==> config.mk <==
export PLATFORM = sky130hd
export DESIGN_NAME = hilo_wb_unit
export DESIGN_NICKNAME = d
export VERILOG_FILES = /design/src/rtl/hilo_pkg.sv /design/src/rtl/hilo_wb_unit_multu.sv /design/src/rtl/hilo_wb_unit.sv
export SDC_FILE = /design/constraint.sdc
export NUM_CORES = 1
export LEC_CHECK = 0
export ABC_AREA = 1
export ABC_CLOCK_PERIOD_IN_PS = 4150
export BUFFER_PORTS_ARGS = -buffer_cell sky130_fd_sc_hd__buf_2
export CORE_MARGIN = 2
export CORE_UTILIZATION = 61
export DETAILED_ROUTE_END_ITERATION = 10
export GPL_ROUTABILITY_DRIVEN = 0
export PLACE_DENSITY_LB_ADDON = 0.05
export SLEW_MARGIN = 40
export SYNTH_ARGS = -nofsm -noshare
export SYNTH_HDL_FRONTEND = slang
export SYNTH_HIERARCHICAL = 1
export SYNTH_SLANG_ARGS = --single-unit
==> constraint.sdc <==
create_clock -name clk -period 4.15 [get_ports clk]
set_clock_uncertainty 0.15 [all_clocks]
set_input_delay 1.0375 -clock clk [delete_from_list [all_inputs] [get_ports clk]]
set_output_delay 1.0375 -clock clk [all_outputs]
set_load 0.01 [all_outputs]
==> src/rtl/hilo_pkg.sv <==
// hilo_pkg: shared definitions for the HI/LO writeback unit.
//   - funct codes of the R-type instructions the unit understands
//   - wb_op_e: decoded operation class
//   - is_hilo_op(): funct codes that must not race an in-flight multiply
//                   (also used by the hazard unit)
package hilo_pkg;

   localparam logic [5:0] FN_AND   = 6'b100100;
   localparam logic [5:0] FN_OR    = 6'b100101;
   localparam logic [5:0] FN_ADD   = 6'b100000;
   localparam logic [5:0] FN_SUB   = 6'b100010;
   localparam logic [5:0] FN_SLT   = 6'b101010;
   localparam logic [5:0] FN_SRL   = 6'b000010;
   localparam logic [5:0] FN_MULTU = 6'b011001;
   localparam logic [5:0] FN_MFHI  = 6'b010000;
   localparam logic [5:0] FN_MFLO  = 6'b010010;
   localparam logic [5:0] FN_MTHI  = 6'b010001;
   localparam logic [5:0] FN_MTLO  = 6'b010011;

   typedef enum logic [2:0] {
      OP_NONE,
      OP_ALU,
      OP_SHIFT,
      OP_MFHI,
      OP_MFLO,
      OP_MTHI,
      OP_MTLO,
      OP_MULTU
   } wb_op_e;

   function automatic logic is_hilo_op(input logic [5:0] funct);
      return (funct == FN_MULTU) || (funct == FN_MFHI) || (funct == FN_MFLO) ||
             (funct == FN_MTHI)  || (funct == FN_MTLO);
   endfunction

   function automatic wb_op_e decode_funct(input logic [5:0] funct);
      case (funct)
         FN_AND, FN_OR, FN_ADD, FN_SUB, FN_SLT: return OP_ALU;
         FN_SRL:   return OP_SHIFT;
         FN_MFHI:  return OP_MFHI;
         FN_MFLO:  return OP_MFLO;
         FN_MTHI:  return OP_MTHI;
         FN_MTLO:  return OP_MTLO;
         FN_MULTU: return OP_MULTU;
         default:  return OP_NONE;
      endcase
   endfunction

endpackage

==> src/rtl/hilo_wb_unit_multu.sv <==
// multu_iter: iterative unsigned shift-add multiplier, one multiplier bit
// per cycle, WIDTH cycles per product.
//   clk, rst_n : clock, async active-low reset
//   start      : load a/b and begin (ignored while busy)
//   a, b       : multiplicand, multiplier
//   busy       : multiply in flight (registered)
//   done       : combinational, high during the last iteration cycle;
//                hi/lo carry the finished product in that cycle
//   hi, lo     : upper/lower halves of the product (valid with done)
//
// state   | meaning
// ST_IDLE | no multiply in flight, waiting for start
// ST_RUN  | one shift-add iteration per cycle, cnt_q counts down to 0
module multu_iter #(
   parameter int WIDTH = 32
) (
   input  logic             clk,
   input  logic             rst_n,
   input  logic             start,
   input  logic [WIDTH-1:0] a,
   input  logic [WIDTH-1:0] b,
   output logic             busy,
   output logic             done,
   output logic [WIDTH-1:0] hi,
   output logic [WIDTH-1:0] lo
);

   localparam int CW = (WIDTH > 1) ? $clog2(WIDTH) : 1;

   typedef enum logic {ST_IDLE, ST_RUN} mul_state_e;

   mul_state_e           state_q, state_nxt;
   logic [CW-1:0]        cnt_q;
   logic [2*WIDTH-1:0]   mcand_q;
   logic [WIDTH-1:0]     mplier_q;
   logic [2*WIDTH-1:0]   acc_q;
   logic [2*WIDTH-1:0]   acc_nxt;
   logic                 tc;

   assign tc      = (cnt_q == '0);
   assign acc_nxt = acc_q + (mplier_q[0] ? mcand_q : '0);

   always_comb begin
      state_nxt = state_q;
      busy      = 1'b0;
      done      = 1'b0;
      case (state_q)
         ST_IDLE: begin
            if (start) state_nxt = ST_RUN;
         end
         ST_RUN: begin
            busy = 1'b1;
            if (tc) begin
               done      = 1'b1;
               state_nxt = ST_IDLE;
            end
         end
         default: state_nxt = ST_IDLE;
      endcase
   end

   always_ff @(posedge clk or negedge rst_n) begin
      if (!rst_n) state_q <= ST_IDLE;
      else        state_q <= state_nxt;
   end

   always_ff @(posedge clk or negedge rst_n) begin
      if (!rst_n) begin
         cnt_q    <= '0;
         mcand_q  <= '0;
         mplier_q <= '0;
         acc_q    <= '0;
      end else if (state_q == ST_IDLE) begin
         if (start) begin
            cnt_q    <= CW'(WIDTH - 1);
            mcand_q  <= {{WIDTH{1'b0}}, a};
            mplier_q <= b;
            acc_q    <= '0;
         end
      end else begin
         cnt_q    <= tc ? '0 : cnt_q - 1'b1;
         acc_q    <= acc_nxt;
         mcand_q  <= mcand_q << 1;
         mplier_q <= mplier_q >> 1;
      end
   end

   // The final partial sum is forwarded so HI/LO load on the same edge busy falls.
   assign hi = acc_nxt[2*WIDTH-1:WIDTH];
   assign lo = acc_nxt[WIDTH-1:0];

endmodule

==> src/rtl/hilo_wb_unit.sv <==
// hilo_wb_unit: registered writeback select with HI/LO registers and an
// iterative unsigned multiplier.
//   clk, rst_n          : clock, async active-low reset
//   in_valid, funct     : instruction presented / R-type funct
//   alu_out, shift_out  : candidate writeback results
//   rs_val, rt_val      : multiply operands, MTHI/MTLO source (rs)
//   stall               : instruction not accepted, upstream holds
//   out_valid, data_out : registered writeback result
//   busy                : multiply in flight
module hilo_wb_unit
   import hilo_pkg::*;
#(
   parameter int WIDTH = 32
) (
   input  logic             clk,
   input  logic             rst_n,
   input  logic             in_valid,
   input  logic [5:0]       funct,
   input  logic [WIDTH-1:0] alu_out,
   input  logic [WIDTH-1:0] shift_out,
   input  logic [WIDTH-1:0] rs_val,
   input  logic [WIDTH-1:0] rt_val,
   output logic             stall,
   output logic             out_valid,
   output logic [WIDTH-1:0] data_out,
   output logic             busy
);

   wb_op_e           op;
   logic             accept;
   logic             mul_start;
   logic             mul_busy;
   logic             mul_done;
   logic [WIDTH-1:0] mul_hi;
   logic [WIDTH-1:0] mul_lo;
   logic [WIDTH-1:0] hi_q;
   logic [WIDTH-1:0] lo_q;
   logic             wb_valid;
   logic [WIDTH-1:0] wb_data;

   assign op        = decode_funct(funct);
   // Only registered busy feeds stall, so no path from out_valid back to stall.
   assign stall     = in_valid & mul_busy & is_hilo_op(funct);
   assign accept    = in_valid & ~stall;
   assign mul_start = accept & (op == OP_MULTU);
   assign busy      = mul_busy;

   multu_iter #(.WIDTH(WIDTH)) u_multu (
      .clk   (clk),
      .rst_n (rst_n),
      .start (mul_start),
      .a     (rs_val),
      .b     (rt_val),
      .busy  (mul_busy),
      .done  (mul_done),
      .hi    (mul_hi),
      .lo    (mul_lo)
   );

   always_comb begin
      wb_valid = 1'b0;
      wb_data  = '0;
      case (op)
         OP_ALU:   begin wb_valid = 1'b1; wb_data = alu_out;   end
         OP_SHIFT: begin wb_valid = 1'b1; wb_data = shift_out; end
         OP_MFHI:  begin wb_valid = 1'b1; wb_data = hi_q;      end
         OP_MFLO:  begin wb_valid = 1'b1; wb_data = lo_q;      end
         default:  ;
      endcase
   end

   always_ff @(posedge clk or negedge rst_n) begin
      if (!rst_n) begin
         out_valid <= 1'b0;
         data_out  <= '0;
      end else begin
         out_valid <= accept & wb_valid;
         if (accept & wb_valid) data_out <= wb_data;
      end
   end

   // MTHI/MTLO stall while busy, so they can never collide with mul_done.
   always_ff @(posedge clk or negedge rst_n) begin
      if (!rst_n) begin
         hi_q <= '0;
         lo_q <= '0;
      end else if (mul_done) begin
         hi_q <= mul_hi;
         lo_q <= mul_lo;
      end else if (accept) begin
         if (op == OP_MTHI) hi_q <= rs_val;
         if (op == OP_MTLO) lo_q <= rs_val;
      end
   end

endmodule

; ---- Word-level counts from Yosys, hierarchy flattened
; Cells that the tools add are included.
[word_totals]
regBits = 263
out_inout_bits = 35
word_cells = 74
[classes]
n_addsub = 2
eq_ne = 18
n_mux = 25
bitwise_logic = 7
n_reduce_logical = 13
[op_table]
columns = operator, n
row1 = $mux 64, 5
row2 = $mux 32, 8
row3 = $pmux 32 s4, 1
row4 = $add 64x64->64, 1
row5 = $eq 6x5->1 const B, 5
row6 = $eq 6x6->1 const B, 5
row7 = $pmux 3 s7, 1
row8 = $mux 5, 3
row9 = $eq 3x3->1 const B, 4
row10 = $reduce_bool 2->1, 4
row11 = $eq 3x2->1 const B, 2
row12 = $eq 6x2->1 const B, 1
row13 = $mux 1, 6
row14 = $and 1x1->1, 5
row15 = $logic_not 5->1, 1
row16 = $reduce_or 5->1, 1
row17 = $sub 5x1->5 const B, 1
row18 = $logic_or 1x1->1, 4
row19 = $reduce_and 2->1, 2
row20 = $reduce_or 4->1, 1
row21 = $eq 3x1->1 const B, 1
row22 = $not 1->1, 2
row23 = $pmux 1 s2, 1

; ---- Logic depth before layout (Yosys ltp)
; Gate-level depths: netlist (run 1).
[depth]
word_depth = 11
mapped_depth = 24
depth_no_buf = 22

; ---- Hierarchy
; Netlist (run 1), hierarchy kept.
[by_module_without_submodules]
columns = module, instances, cells_per_inst, area_each_um2
row1 = multu_iter, 1, 2106, 13196.4
row2 = hilo_wb_unit, 1, 745, 5492.8

; ---- Worst setup path after synthesis (run 1)
; No wires, ideal clock.
[synth_path]
path_kind = reg-to-reg
start = register u_multu.mplier_q[0]
end = register hi_q[14]
setup_ns = 0.117
arrival_ns = 2.760
path_slack_ns = 1.123
stages_incl_launch_ff = 25
n_path_buf = 2
period_less_slack_ns = 3.027
cell_sequence = dfrtp_1 > clkbuf_1 > clkbuf_1 > nand2_1 > inv_1 > ha_1 > inv_1 > fa_1 > inv_1 > nand3_1 > nand2_2 > nand2_1 > nand2_2 > nand2_1 > nand2_1 > nand2_1 > nand2_2 > nand2_1 > nand2_1 > nand2_1 > and2_1 > nand2_1 > nand2_1 > nand3_1 > nand2_1
[synth_between]
elab_chain_cells = 3
[synth_rtl]
columns = element, line_no
row1 = from (decl), hilo_wb_unit_multu.sv:35  ; logic [WIDTH-1:0] mplier_q;
row2 = from (signal assigned), hilo_wb_unit_multu.sv:84  ; mplier_q <= mplier_q >> 1;
row3 = $mux 64, hilo_wb_unit_multu.sv:41  ; assign acc_nxt = acc_q + (mplier_q[0] ? mcand_q : '0);
row4 = $add 64x64->64, hilo_wb_unit_multu.sv:41
row5 = net mul_hi[14], hilo_wb_unit.sv:34  ; logic [WIDTH-1:0] mul_hi;
row6 = $mux 32, hilo_wb_unit.sv:87  ; end else if (mul_done) begin
row7 = to (signal assigned), hilo_wb_unit.sv:88  ; hi_q <= mul_hi;
row8 = to (signal assigned), hilo_wb_unit.sv:91  ; if (op == OP_MTHI) hi_q <= rs_val;
row9 = to (decl), hilo_wb_unit.sv:36  ; logic [WIDTH-1:0] hi_q;
; The timed path passes the listed nets, and every way through them passes these cells.
; A chain may end at the register's enable or synchronous reset.

; ---- Worst setup path after layout (run 1)
[layout_path]
start = register u_multu.mplier_q[0]
end = register hi_q[30]
; The elaborated chain is that of the path after synthesis.

==> results of run 1 <==
==> report_power, final <==
group / internal [W] / leakage, nW / switching [W] / total [W]
registers: 0.00348 / 3.43 / 0.000554 / 0.00404
logic: 0.00119 / 8.37 / 0.00233 / 0.00352
clock network: 0.00171 / 0.516 / 0.00109 / 0.00281
==> path summary, 6_finish.rpt <==
check / to / cells after the start
max in group asynchronous: hi_q[27] / 3
min in group clk: hi_q[19] / 2
hold / removal: data_out[5] / 1
setup reg to reg: hi_q[30] / 18
setup / recovery: hi_q[30] / 18
hold reg to reg: hi_q[19] / 2
==> layer usage <==
metal | vias up | part of all wire (%) | track usage, %
met5 | - | 0 | 0
met4 | 0 | 5.2 | 16.4
met3 | 185 | 8.5 | 5.47
met2 | 808 | 45 | 56.7
met1 | 8810 | 41 | 46.8
li1 | 9168 | - | -
==> sequential cells by signal, summed over array words and instances, names as in the netlist <==
register / count
hi_q: 32
out_valid: 1
u_multu/cnt_q: 5
data_out: 32
u_multu/mcand_q: 64
u_multu/acc_q: 64
lo_q: 32
u_multu/state_q: 1
u_multu/mplier_q: 32
==> synthesized netlist by cell type, types with 2 or more instances <==
| master | n | area, sq um |
|---|---|---|
| a21boi_0 | 32 | 240 |
| a21oi_1 | 39 | 195 |
| a221oi_1 | 2 | 17.5 |
| a22o_1 | 16 | 140 |
| a22oi_1 | 30 | 225 |
| and2_1 | 33 | 206 |
| buf_1 | 8 | 30.0 |
| buf_2 | 33 | 165 |
| buf_4 | 3 | 22.5 |
| clkbuf_1 | 75 | 282 |
| dfrtp_1 | 263 | 6580 |
| ha_1 | 64 | 801 |
| inv_1 | 469 | 1760 |
| inv_2 | 14 | 52.6 |
| nand2_1 | 1115 | 4190 |
| nand2_2 | 24 | 150 |
| nand3_1 | 202 | 1010 |
| nand3b_1 | 13 | 97.6 |
| nand4_1 | 97 | 607 |
| nor2_1 | 96 | 360 |
| nor2_2 | 20 | 125 |
| nor2_4 | 3 | 33.8 |
| nor3_1 | 8 | 40.0 |
| nor3_2 | 6 | 60.1 |
| nor4_2 | 2 | 25.0 |
| o211ai_1 | 4 | 30.0 |
| o21ai_0 | 60 | 300 |
| o21ai_1 | 16 | 80.1 |
| o21bai_1 | 2 | 15.0 |
| o221ai_1 | 26 | 228 |
| o22ai_1 | 33 | 206 |
| or2_2 | 2 | 12.5 |
| xnor2_1 | 2 | 17.5 |
| xor2_1 | 27 | 236 |
| xor2_2 | 4 | 65.1 |
==> worst register-to-register path: stages, from the launching register on <==
cell and delay [ns]:
dfrtp_2 0.41, buf_4 0.25, nand2_1 0.13, inv_1 0.04, ha_1 0.36, nand2_1 0.17
inv_1 0.11, nand2_1 0.09, nor2_2 0.19, nand2_1 0.18, nor4_2 0.29, nand2_1 0.23
nand2_1 0.10, nand2_1 0.06, and2_1 0.16, nand2_1 0.06, nand2_1 0.09, nand3_1 0.10
nand2_1 0.06
==> metrics by stage <==
step | cells | setup slack, ns | hold WS, ns
detailed placement | 3324 | 0.748 | 0.309
floorplan | 2851 | 1.12 | 0.292
global placement | 3324 | 0.795 | 0.310
finish | 3378 | 0.764 | 0.190
global route | 3378 | 0.591 | 0.194
CTS | 3377 | 0.895 | 0.324
==> cells by family after synthesis <==
| logic type | after synthesis |
|---|---|
| compound gates | 263 |
| xor+xnor | 33 |
| fa+ha+maj | 65 |
| buf+inv | 603 |
| flops | 263 |
| simple gates | 1624 |
==> final cells by class <==
type / instances / area [sq um] / area share, %
multi-input combinational: 1985 / 9820 / 47.0
sequential: 263 / 6590 / 31.5
inverter: 483 / 1820 / 8.68
timing repair buffer: 198 / 1140 / 5.45
clock buffer: 43 / 878 / 4.20
tap: 396 / 495 / 2.37
clock inverter: 10 / 171 / 0.820
==> out/summary.txt, run 1 <==
Final setup TNS: 0 ns
Later-pin clock latency in the skew report: 0.57 ns
DRC: 0
Final total power: 0.0104 W
Pwr/cell area: 496 nW/um^2
CP peak stage delay: 0.41 ns
Post-Synthesis Cells: 2851
Number of synthesized flops with an enable pin: 0
Cell variety after synth: 43
Asr flop ratio synth: 100%
Buf+Inv Stages, Crit Path: 3
CTS Buffer Depth: 3
Worst path arrival time: 3.68 ns
RSZ-0062 raised after global routing: false
R2R Setup Slk: 0.76 ns
Number of fillers in the final layout: 2761
Hpwl dp: 43000 um
I/O Pins: 172
Clock Tree Root: clkbuf_16
Startpoint Class: flop
Mapped Area: 18700 sq um
Synth Area in Adders: 4.39%
Routed WL: 56800 um
Post-Synth Simple-Gate Area: 37.1%
IO buf count: 171
Commonest non-fill, non-tap cells in the layout: nand2_1 (1115), inv_1 (465), dfrtp_1 (261), nand3_1 (202), buf_2 (170)
Clock sinks: 263
Core Footprint: 30300 sq um
Syn Area/Cell: 6.56 sq um
RR Startpoint: u_multu/mplier_q[0]
FF+latch count, synth: 263
Slew @ Worst Pin: 0.732 ns
Final Cell Area: 20900 sq um
Ys flop type: dfrtp_1
Remaining global-route overflow: 0
Number of hold buffers added after CTS: 0
Fin nets: 3162
DRT antenna net count: 0
Final Util: 68.9%
Via count: 19000
Largest family of logic cells by synthesized area: simple AND/OR/NAND/NOR gates
Most common cell after layout, fill and taps aside: nand2_1
Fin crit period: 3.39 ns
Post-synthesis xor/xnor area fraction: 1.71%
Compound-Gate Fraction of Synth Area: 9.14%
Die H: 179 um
Mux contribution to synthesized area: 0%
Die area: 32100 sq um
Gates resized, CTS repair: 0
GRT Overall Usage: 35.3%
WP data required: 4.45 ns
Lkg Pwr: 12.3 nW
CP Max Fanout: 37
First-pass detailed-route iteration total: 9
Period utilisation layout: 81.6%
Status: finished clean
Share of cells above drive strength 1: 11.3%
Vias in the first global route: 17800
DR iter-0 viols: 1733
Register clock-pin slew on the reported worst setup and hold paths: 0.06 ns
Largest net degree at the start of global routing: 103
CP Capture Type: flop
Die width: 179 um
Final setup viols: 0
Synth warnings: 6
Post-placement cell area: 19800 sq um
Initial antenna violation count: 1
F_max: 295 MHz
Max cap viols: 0
Post-CTS setup buffer count: 0
CP max stage cell: dfrtp_2
Peak VDD IR: 0.000435 V
Post-synthesis sequential area ratio: 35.2%
Net Count, Synth: 3053
TritonCTS buffer count: 29
Rel. slew slack: 51.1%
Synth-to-layout area growth: 11.9%
CP cell instances: buf_4 > nand2_1 > inv_1 > ha_1 > nand2_1 > inv_1 > nand2_1 > nor2_2 > nand2_1 > nor4_2 > nand2_1 > nand2_1 > nand2_1 > and2_1 > nand2_1 > nand2_1 > nand3_1 > nand2_1
Final Hold Fails: 0
CTS H-tree depth: 1
First-pass GRT wire length: 90100 um
Cell mode on critical path: nand2_1
Crit path launch: u_multu/mplier_q[0]
Slew Viols, Final: 0
Detail-routed via count per cell: 5.62
WL per Instance: 16.8 um
WS Path Type: reg -> reg
Ant. Diodes: 0
Initial Util: 61.6%
Hold WC Path Type: in -> async
CTS tree: built
Delay-heaviest family, CP: simple AND/OR/NAND/NOR gates
FP Rows: 64
No activity file was read; power rests on OpenSTA's default activity.
==> run 2, diff against run 1 <==
--- a/config.mk
+++ b/config.mk
@@ -6,7 +6,7 @@
 export NUM_CORES = 1
 export LEC_CHECK = 0
 export ABC_AREA = 1
-export ABC_CLOCK_PERIOD_IN_PS = 4150
+export ABC_CLOCK_PERIOD_IN_PS = 3510
 export BUFFER_PORTS_ARGS = -buffer_cell sky130_fd_sc_hd__buf_2
 export CORE_MARGIN = 2
 export CORE_UTILIZATION = 61
==> constraint.sdc (replaced) <==
create_clock -name clk -period 3.51 [get_ports clk]
set_clock_uncertainty 0.15 [all_clocks]
set_input_delay 0.8775 -clock clk [delete_from_list [all_inputs] [get_ports clk]]
set_output_delay 0.8775 -clock clk [all_outputs]
set_load 0.01 [all_outputs]
==> out/summary.txt, run 2 (synthesized netlist as in run 1, its figures left out) <==
Status: finished clean
Peak VDD IR: 0.000503 V
Crit path to: hi_q[19]
I/O Pins: 172
CP Capture Type: flop
Number of fillers in the final layout: 2805
WP data required: 3.85 ns
RR Startpoint: u_multu/mplier_q[0]
Post-CTS setup buffer count: 0
Startpoint Class: flop
Final Hold Fails: 0
Hold WC Path Type: in -> async
Crit path launch: u_multu/mplier_q[0]
Inst Count DP: 3330
Lkg Pwr: 12.3 nW
Dpl ws: 0.267 ns
P_int: 0.00730 W
Gates resized, CTS repair: 0
Reg2Reg Depth: 17
Sw frac: 39.2%
Slew Viols, Final: 0
Via count: 18800
F_max: 304 MHz
Registers with the most flip-flops: u_multu/acc_q: 64 flops, u_multu/mcand_q: 64 flops
Initial Util: 61.6%
Rel. slew slack: 50.5%
DRC: 0
Register clock-pin slew on the reported worst setup and hold paths: 0.06 ns
Number of hold buffers added after CTS: 0
Core Footprint: 30300 sq um
Die width: 179 um
DRT antenna net count: 0
FP Rows: 64
RSZ-0062 raised after global routing: false
Routed WL: 56200 um
Register area: 6590 sq um
Final setup margin: 0.219 ns
CTS Buffer Depth: 3
Share of cells above drive strength 1: 11.4%
Fin crit period: 3.29 ns
Detail-routed via count per cell: 5.56
Most common cell after layout, fill and taps aside: nand2_1
Vias in the first global route: 17400
Clock sinks: 263
Worst path arrival time: 3.63 ns
CTS H-tree depth: 1
Clk network pwr share: 25.2%
Ant. Diodes: 0
Final total power: 0.0120 W
CP Max Fanout: 36
R2R Path End: hi_q[19]
Max cap viols: 0
Post-placement cell area: 19900 sq um
Period utilisation layout: 93.8%
Commonest non-fill, non-tap cells in the layout: nand2_1 (1115), inv_1 (465), dfrtp_1 (261), nand3_1 (202), buf_2 (170)
Post-route insts no fill: 3381
IO buf count: 171
Later-pin clock latency in the skew report: 0.56 ns
Hpwl dp: 42600 um
Synth-to-layout area growth: 11.5%
Switching power: 0.00470 W
DR iter-0 viols: 1787
Die H: 179 um
First-pass GRT wire length: 88700 um
Largest net degree at the start of global routing: 101
First-pass detailed-route iteration total: 6
TritonCTS buffer count: 28
Final setup viols: 0
Final Cell Area: 20800 sq um
R2R Setup Slk: 0.22 ns
WS Path Type: reg -> reg
Pwr/cell area: 576 nW/um^2
Initial antenna violation count: 0
Seq pwr share: 40.0%
CTS tree: built
Die area: 32100 sq um
Final setup TNS: 0 ns
Clock Tree Root: clkbuf_16
WL per Instance: 16.6 um
Remaining global-route overflow: 0
Multi-input gate area: 9820 sq um
Slew @ Worst Pin: 0.743 ns
Combinational Power Share: 34.7%
GRT Overall Usage: 35.0%
Fin nets: 3166
-- run 2: layer usage --
layer	track usage, %	part of all wire, %
met1	46.0	41
met4	16.3	5.2
met3	5.81	8.0
met5	0	0
met2	56.4	45
-- run 2: worst min-delay path by stage --
stage          startpoint     endpoint  cells past startpoint
5_1_grt             rst_n  data_out[7]                      1
2_1_floorplan     hi_q[0]      hi_q[0]                      2
3_5_place_dp     hi_q[15]     hi_q[15]                      2
3_3_place_gp      hi_q[1]      hi_q[1]                      2
4_1_cts             rst_n  data_out[9]                      1
6_report            rst_n  data_out[6]                      1
-- run 2: per-stage QoR --
| stage | hold WS, ns | utilization, % |
|---|---|---|
| final | 0.0754 | 68.7 |
| after global routing | 0.102 | 68.7 |
| after CTS | 0.0980 | 68.7 |
| after detailed placement | 0.312 | 65.6 |
| after global placement | 0.308 | 65.5 |
| after floorplan | 0.292 | - |
-- run 2: cell type report --
type	count	area share, %
Tap cell	396	2.38
Timing Repair Buffer	203	5.64
Clock inverter	18	0.925
Multi-Input combinational cell	1985	47.1
Inverter	483	8.72
Sequential cell	263	31.6
Clock buffer	33	3.60
-- run 2: worst max-delay path: stages, from the launching register on --
cell      delay (ns)
dfrtp_2         0.42
buf_6           0.20
nand2_1         0.10
inv_1           0.05
ha_1            0.35
nand2_1         0.17
nor2_2          0.23
nand2_1         0.09
nor2_1          0.11
nand2_1         0.06
nand3b_1        0.27
nand2_1         0.17
nand3_1         0.13
and2_1          0.30
nand2_1         0.10
nand2_1         0.12
nand3_1         0.09
nand2_1         0.10
-- run 2: power groups by stage --
stage                     Clock, W  Combinational, W  Sequential, W
after floorplan                  0           0.00292        0.00460
final                      0.00303           0.00417        0.00480
after CTS                  0.00309           0.00411        0.00479
after global placement           0           0.00398        0.00481
after detailed placement         0           0.00408        0.00483
after global routing       0.00321           0.00464        0.00492
==> run 3, diff against run 2 <==
--- a/config.mk
+++ b/config.mk
@@ -7,12 +7,13 @@
 export LEC_CHECK = 0
 export ABC_AREA = 1
 export ABC_CLOCK_PERIOD_IN_PS = 3510
-export BUFFER_PORTS_ARGS = -buffer_cell sky130_fd_sc_hd__buf_2
+export CAP_MARGIN = 20
 export CORE_MARGIN = 2
-export CORE_UTILIZATION = 61
+export CORE_UTILIZATION = 65
 export DETAILED_ROUTE_END_ITERATION = 10
+export DONT_BUFFER_PORTS = 1
 export GPL_ROUTABILITY_DRIVEN = 0
-export PLACE_DENSITY_LB_ADDON = 0.05
+export PLACE_DENSITY = 0.92
 export SLEW_MARGIN = 40
 export SYNTH_ARGS = -nofsm -noshare
 export SYNTH_HDL_FRONTEND = slang
==> out/summary.txt, run 3 (synthesized netlist as in run 1, its figures left out) <==
DR iter-0 viols: 2787
CTS H-tree depth: 1
Share of cells above drive strength 1: 5.63%
Clock sinks: 263
First-pass detailed-route iteration total: 7
WL per Instance: 17.6 um
WS Path Type: reg -> reg
Core Footprint: 28500 sq um
Final Hold Fails: 130
DRT antenna net count: 0
WP data required: 3.85 ns
Worst path arrival time: 3.69 ns
CTS Buffer Depth: 3
Period utilisation layout: 95.4%
Fin crit period: 3.35 ns
Initial Util: 65.6%
Post-route insts no fill: 3189
F_max: 299 MHz
Hold WC Path Type: in -> async
Synth-to-layout area growth: 6.08%
Registers with the most flip-flops: u_multu/acc_q: 64 flops, u_multu/mcand_q: 64 flops
Dpl ws: 0.379 ns
Lkg Pwr: 11.5 nW
Max cap viols: 0
Rel. slew slack: 48.5%
First-pass GRT wire length: 90400 um
Inst Count DP: 3140
Hpwl dp: 41000 um
Crit path launch: u_multu/mplier_q[0]
Initial antenna violation count: 2
TritonCTS buffer count: 27
RSZ-0062 raised after global routing: false
Final setup margin: 0.161 ns
Detail-routed via count per cell: 5.97
Routed WL: 56000 um
Die H: 174 um
GRT Overall Usage: 36.8%
Clock Tree Root: clkbuf_16
RR Startpoint: u_multu/mplier_q[0]
Final Util: 69.6%
DRC: 0
Gates resized, CTS repair: 0
FP Rows: 62
Vias in the first global route: 18000
Worst hold margin: -0.135 ns
Peak VDD IR: 0.000363 V
Remaining global-route overflow: 0
I/O Pins: 172
IO buf count: 0
Slew @ Worst Pin: 0.770 ns
CP Max Fanout: 28
Status: finished, violations left
Later-pin clock latency in the skew report: 0.56 ns
Startpoint Class: flop
Most common cell after layout, fill and taps aside: nand2_1
Commonest non-fill, non-tap cells in the layout: nand2_1 (1115), inv_1 (465), dfrtp_1 (261), nand3_1 (202), nand4_1 (97)
Reg2Reg Depth: 19
Slew Viols, Final: 0
Die width: 174 um
Fin nets: 2987
CP Capture Type: flop
Final setup viols: 0
Die area: 30100 sq um
Register clock-pin slew on the reported worst setup and hold paths: 0.07 ns
Final setup TNS: 0 ns
Largest net degree at the start of global routing: 264
Via count: 19000
Post-CTS setup buffer count: 0
Pwr/cell area: 596 nW/um^2
CTS tree: built
R2R Setup Slk: 0.16 ns
Failing checks: hold timing
[run 3: worst paths after layout]
path / end
worst min register to register: hi_q[1]
max in group asynchronous: lo_q[2]
worst max register to register: hi_q[15]
worst min-delay path: u_multu/state_q
worst max-delay path: hi_q[15]
min in group clk: u_multu/mcand_q[22]
[run 3: layer usage]
layer	GRT usage (%)	up-vias	share of wire, %
li1	-	8820	-
met1	46.3	8552	36
met2	58.6	1386	44
met3	10.0	276	14
met4	18.4	0	5.7
met5	0	-	0
[run 3: where the power goes]
group	internal (W)	switching, W
sequential	0.00412	0.000738
combinational	0.00134	0.00269
clock	0.00170	0.00123
total	0.00716	0.00466
[run 3: cell type report]
class | instances | area [sq um]
multi-input cells | 1985 | 9820
fillers | 2213 | 8640
flip-flops and latches | 263 | 6590
inverters | 483 | 1820
clock buffers | 38 | 787
well taps | 384 | 480
repair buffers | 25 | 225
clock inverters | 10 | 106
diodes | 1 | 2.50
[run 3: critical path: stages (launching register included)]
cell and delay, ns:
dfrtp_2 0.43, buf_4 0.24, nand2_1 0.10, inv_1 0.04, ha_1 0.36, nand2_1 0.16, nor2_2 0.24, nand2_1 0.08
inv_1 0.07, nand2_1 0.05, nand2_1 0.13, nand2_1 0.11, nand2_2 0.17, nand2_1 0.14, nand3_1 0.12, and2_1 0.29
nand2_1 0.10, nand2_1 0.10, nand3_1 0.08, nand2_1 0.10
[run 3: through the flow]
stage	total power (W)	cell area, sq um
after floorplan	0.00752	18700
after global placement	0.00850	18900
after detailed placement	0.00870	18900
after CTS	0.0116	19800
after global routing	0.0124	19800
final	0.0118	19800
